`config.mk`:
```
export PLATFORM = sky130hd
export DESIGN_NAME = serial_pattern_tx
export DESIGN_NICKNAME = d
export VERILOG_FILES = /design/src/rtl/serial_pattern_tx.sv
export SDC_FILE = /design/constraint.sdc
export NUM_CORES = 1
export LEC_CHECK = 0
export CELL_PAD_IN_SITES_DETAIL_PLACEMENT = 0
export CELL_PAD_IN_SITES_GLOBAL_PLACEMENT = 1
export CORE_UTILIZATION = 30
export DETAILED_ROUTE_END_ITERATION = 12
export PLACE_DENSITY_LB_ADDON = 0.05
export SLEW_MARGIN = 15
export SYNTH_ARGS = -nofsm -noshare
export SYNTH_HDL_FRONTEND = slang
export SYNTH_SLANG_ARGS = --single-unit
```
`constraint.sdc`:
```
create_clock -name clock -period 3.4 [get_ports clock]
set_input_delay 0.51 -clock clock [delete_from_list [all_inputs] [get_ports clock]]
set_output_delay 0.51 -clock clock [all_outputs]
set_load 0.1 [all_outputs]
```
`src/rtl/serial_pattern_tx.sv`:
```
// rtl/serial_pattern_tx.sv - serial pattern transmitter feeding sequence detectors on j
//
// Loads a WIDTH-bit pattern word through a valid/ready handshake and shifts it
// out MSB-first on j, one bit per clock. The word is sent rep_in+1 times, with
// GAP idle cycles between repetitions.
//
// Ports:
//   clock       system clock, rising-edge active
//   reset       asynchronous, active-high reset
//   data_in     pattern word to transmit (MSB first)
//   rep_in      extra repetitions (0 = send once)
//   load_valid  load request for data_in/rep_in
//   load_ready  block can accept a load this cycle
//   j           registered serial bit stream
//   busy        transfer in progress
//   done        one-cycle pulse at the end of a transfer
module serial_pattern_tx #(
    parameter int   WIDTH    = 4,
    parameter int   GAP      = 0,
    parameter logic IDLE_BIT = 1'b0,
    parameter int   REP_W    = 4
) (
    input  logic             clock,
    input  logic             reset,
    input  logic [WIDTH-1:0] data_in,
    input  logic [REP_W-1:0] rep_in,
    input  logic             load_valid,
    output logic             load_ready,
    output logic             j,
    output logic             busy,
    output logic             done
);

    localparam int BW = $clog2(WIDTH);
    localparam logic [BW-1:0] LAST_BIT = BW'(WIDTH - 1);
    localparam logic [3:0]    GAP_LAST = 4'(GAP - 1);

    typedef enum logic [1:0] {S_IDLE, S_SHIFT, S_GAP} state_t;

    state_t            state_q, state_d;
    logic [WIDTH-1:0]  shreg_q, shreg_d;
    logic [REP_W-1:0]  rep_cnt_q, rep_cnt_d;
    logic [BW-1:0]     bit_cnt_q, bit_cnt_d;
    logic [3:0]        gap_cnt_q, gap_cnt_d;
    logic              j_q, j_d;
    logic              busy_q, busy_d;
    logic              done_q, done_d;
    logic              ready_q, ready_d;

    // State and datapath registers
    always_ff @(posedge clock or posedge reset) begin
        if (reset) begin
            state_q   <= S_IDLE;
            shreg_q   <= '0;
            rep_cnt_q <= '0;
            bit_cnt_q <= '0;
            gap_cnt_q <= '0;
            j_q       <= IDLE_BIT;
            busy_q    <= 1'b0;
            done_q    <= 1'b0;
            ready_q   <= 1'b1;
        end else begin
            state_q   <= state_d;
            shreg_q   <= shreg_d;
            rep_cnt_q <= rep_cnt_d;
            bit_cnt_q <= bit_cnt_d;
            gap_cnt_q <= gap_cnt_d;
            j_q       <= j_d;
            busy_q    <= busy_d;
            done_q    <= done_d;
            ready_q   <= ready_d;
        end
    end

    // Next-state logic. The shift register rotates rather than shifts, so after
    // WIDTH bits it holds the original word again and serves as its own reload copy.
    always_comb begin
        state_d   = state_q;
        shreg_d   = shreg_q;
        rep_cnt_d = rep_cnt_q;
        bit_cnt_d = bit_cnt_q;
        gap_cnt_d = gap_cnt_q;
        case (state_q)
            S_IDLE: begin
                if (load_valid) begin
                    state_d   = S_SHIFT;
                    shreg_d   = data_in;
                    rep_cnt_d = rep_in;
                    bit_cnt_d = LAST_BIT;
                end
            end
            S_SHIFT: begin
                shreg_d = {shreg_q[WIDTH-2:0], shreg_q[WIDTH-1]};
                if (bit_cnt_q == '0) begin
                    bit_cnt_d = LAST_BIT;
                    if (rep_cnt_q == '0) begin
                        state_d = S_IDLE;
                    end else begin
                        rep_cnt_d = rep_cnt_q - 1'b1;
                        if (GAP != 0) begin
                            state_d   = S_GAP;
                            gap_cnt_d = GAP_LAST;
                        end
                    end
                end else begin
                    bit_cnt_d = bit_cnt_q - 1'b1;
                end
            end
            S_GAP: begin
                if (gap_cnt_q == '0) begin
                    state_d = S_SHIFT;
                end else begin
                    gap_cnt_d = gap_cnt_q - 1'b1;
                end
            end
            default: state_d = S_IDLE;
        endcase
    end

    // Outputs are registered, so they are computed from the upcoming state.
    always_comb begin
        j_d     = (state_d == S_SHIFT) ? shreg_d[WIDTH-1] : IDLE_BIT;
        busy_d  = (state_d != S_IDLE);
        ready_d = (state_d == S_IDLE);
        done_d  = (state_q == S_SHIFT) && (state_d == S_IDLE);
    end

    assign j          = j_q;
    assign busy       = busy_q;
    assign done       = done_q;
    assign load_ready = ready_q;

endmodule

```
==> results.md <==
- Outcome: completed
- # fillers: 339
- WL/cell: around 13 µm
- Commonest non-fill, non-tap cell in the layout: dfrtp_1
- Total Power: just under 0.0009 W
- Ranking of synthesized cells by area: dfrtp_1, a22oi_1, ha_1
- Post-detail-place hpwl: between 1000 and 1500 µm
- Largest net degree at the start of global routing: 21
- Die X: approximately 60 µm
- Highest Clock Rate: approximately 0.4 GHz
- CTS Buffer Depth: 2
- Library cells used by synthesis: 36
- Worst Path Arrival: a little under 2000 ps
- Hold WS: roughly 500 ps
- Grt met1 use: 17.8%
- Final Setup Violations: 0
- Clk Latency, worst-skew pair: 300 ps
- Met2 usage: between 10% and 20%
- Vias in the first global route: between 700 and 800
- Syn. warnings: 0
- Hold_buf cts: 0
- Gpl congestion: 0.763
- Sequential share of the synthesized area: between 50% and 60%
- Max FO, Critical Path: 1
- Fin crit period: 2450 ps
- CP Buf/Inv Count: 1
- Grt met3 use: ~2.6%
- Sw frac: about two fifths
- Slowest stage cell on the critical path: clkdlybuf4s50_1
- Core area: between 0.003 and 0.004 mm²
- Cell Pwr Density: between 700 and 800 mW/mm²
- Setup repair after global routing missed its margin: false
- Area of the mapped netlist: around 0.0010 mm²
- Final #Nets: approximately 130
- Setup crit start kind: register
- Grt total ovfl: 0
- DR vias/cell: between 4 and 5
- Starting density of the core: between 30% and 40%
- Clk network pwr share: around 14%
- Crit path kind: reg -> out
- Post-CTS setup buffers: 0
- Post-route setup slack: 946 ps
- Initial antenna violation count: 0
- DRT Wirelength: ~1900 µm
- Worst endpoint required time: just under 3000 ps
- CTS tree: done
- Slowest stage delay, CP: 1120 ps
- Antenna Violating Nets Remaining: 0
- Syn_nets: 111
- All-Layer GR Usage: roughly an eighth
- Root buf cell: clkbuf_4
- Most frequent cells in the layout: dfrtp_1, clkdlybuf4s50_1, nand2_1, inv_1, o21ai_0
- Hold/Removal Path Class: reg -> reg
- Skew final: between 3 and 4 ps
- Area grow syn2layout: 20.3%
- Hold Fails Final Rpt: 0
- Num Clock Sinks: 20
- First DRT Iteration DRCs: 30
- Chip Height: ~60 µm
- Worst-margin pin slew: about 960 ps
- Net Sw Power: ~0.00036 W
- Largest delay contributor family on the critical path: buffers and inverters
- Full die area: 0.00358 mm²
- Syn_area_per_cell: 10.3 µm²
- Busiest layer in global routing: met2
- DRC: 0
- Max Cap Viol: 0
- H-Tree Depth: 1
- Port Buffers: 14
- Top-area cell type share of the netlist area: a little under half
- First-pass GRT wire length: between 3000 and 4000 µm
- Maximum VDD drop: around 0.21 mV
- Yosys top cell by area: dfrtp_1
- Antenna diodes: 0
- Via count: 740
- Clock transition at the registers of the reported paths: 120 ps
- Place WS: between 1000 and 1500 ps
- Layout cell share with drive strength beyond 1: 8.11%
- Final Max Tran Viols: 0
- P_leak: 0.519 nW
- Crit path cell chain: clkdlybuf4s50_1
- Yosys reg bits: 20
- CTS resizes: 0
- Logic pwr share: between 40% and 50%
- Fin crit share: about 72%
- Slew headroom: 35.8%
- Ports: 15
- Cell row count: 20
- Seq pwr share: between 40 and 50%
- Int Pwr: 0.000510 W
- CP endpoint kind: primary output
- TNS Setup: 0 ps
- Post-Synthesis Cells: 97
- CTS buffer count: 3
- DRT Pass-1 Iters: 4
## Yosys cell counts
| cell | instances |
|---|---|
| o21a_1 | 1 |
| clkbuf_1 | 2 |
| nor2b_1 | 4 |
| a32oi_1 | 1 |
| dfstp_2 | 1 |
| nor4_1 | 1 |
| a21boi_2 | 1 |
| a31oi_1 | 1 |
| o21ai_2 | 1 |
| nor2_1 | 4 |
| ha_1 | 3 |
| inv_1 | 8 |
| xnor2_1 | 2 |
| nand3b_1 | 1 |
| a21oi_1 | 1 |
| o21bai_1 | 1 |
| o21ai_0 | 7 |
| or2b_1 | 1 |
| dfrtp_1 | 19 |
| mux2_2 | 2 |
| mux2i_1 | 3 |
| a21o_1 | 1 |
| nand3b_2 | 1 |
| a22oi_1 | 6 |
| o311ai_0 | 1 |
| and2b_1 | 1 |
| or4_1 | 1 |
| buf_2 | 2 |
| nand2_1 | 10 |
| nand4bb_1 | 1 |
| nor3_1 | 1 |
| or3b_1 | 1 |
| or3_1 | 1 |
| nor3b_1 | 3 |
| a32o_1 | 1 |
| nand4_1 | 1 |
## power groups by stage
stage	clock (W)	sequential, W	combinational [W]
floorplan	0	0.000449	0.000218
global placement	0	0.000378	0.000382
detailed placement	0	0.000376	0.000376
CTS	0.000128	0.000371	0.000381
global route	0.000141	0.000381	0.000420
finish	0.000119	0.000370	0.000377
## path summary, 6_finish.rpt
kind                                             to  slack [ps]  cells after the start                     start
max in group asynchronous  gap_cnt_q[3]$_DFFE_PP0P_        2280                      2                     reset
max                                      load_ready         950                      1      load_ready$_DFF_PP1_
max reg2reg                rep_cnt_q[3]$_DFFE_PP0P_        1530                      3      state_q[0]$_DFF_PP0_
min in group asynchronous      state_q[0]$_DFF_PP0_         640                      2                     reset
min reg2reg                bit_cnt_q[0]$_DFFE_PP0P_         500                      1  bit_cnt_q[0]$_DFFE_PP0P_
min                        bit_cnt_q[0]$_DFFE_PP0P_         500                      1  bit_cnt_q[0]$_DFFE_PP0P_
## kinds of logic after synthesis
family          after synthesis  synth area share, %
mux                           5                 5.24
simple gates                 32                 18.5
compound gates               23                 16.1
buf+inv                      12                 4.74
xor+xnor                      2                 1.75
fa+ha+maj                     3                 3.74
flops                        20                 50.0
## state kept, by name (all words and copies together), names as in the netlist
name        flops
state_q         2
load_ready      1
gap_cnt_q       4
rep_cnt_q       4
bit_cnt_q       2
j               1
done            1
busy            1
shreg_q         4
## metal layers
layer / wire length (µm) / up-vias
met5: 0 / -
met4: 18 / 0
met3: 73 / 2
met2: 860 / 15
met1: 996 / 353
li1: - / 370
## cell type report
class / count / area (µm²) / share of cell area (%)
Clock buffer: 4 / 26.3 / 2.18
Inverter: 8 / 30.0 / 2.49
Multi-Input combinational cell: 65 / 454 / 37.6
Sequential cell: 20 / 502 / 41.6
Tap cell: 44 / 55.1 / 4.56
Timing Repair Buffer: 14 / 140 / 11.6
## per-stage QoR
step	instances	util, %	cell area [µm²]
after global routing	155	38.9	1210
final	155	38.9	1210
after detailed placement	151	38.1	1180
after floorplan	97	-	1000
after global placement	151	38.1	1180
after CTS	155	38.9	1210
(Power assumes the default switching activity.)
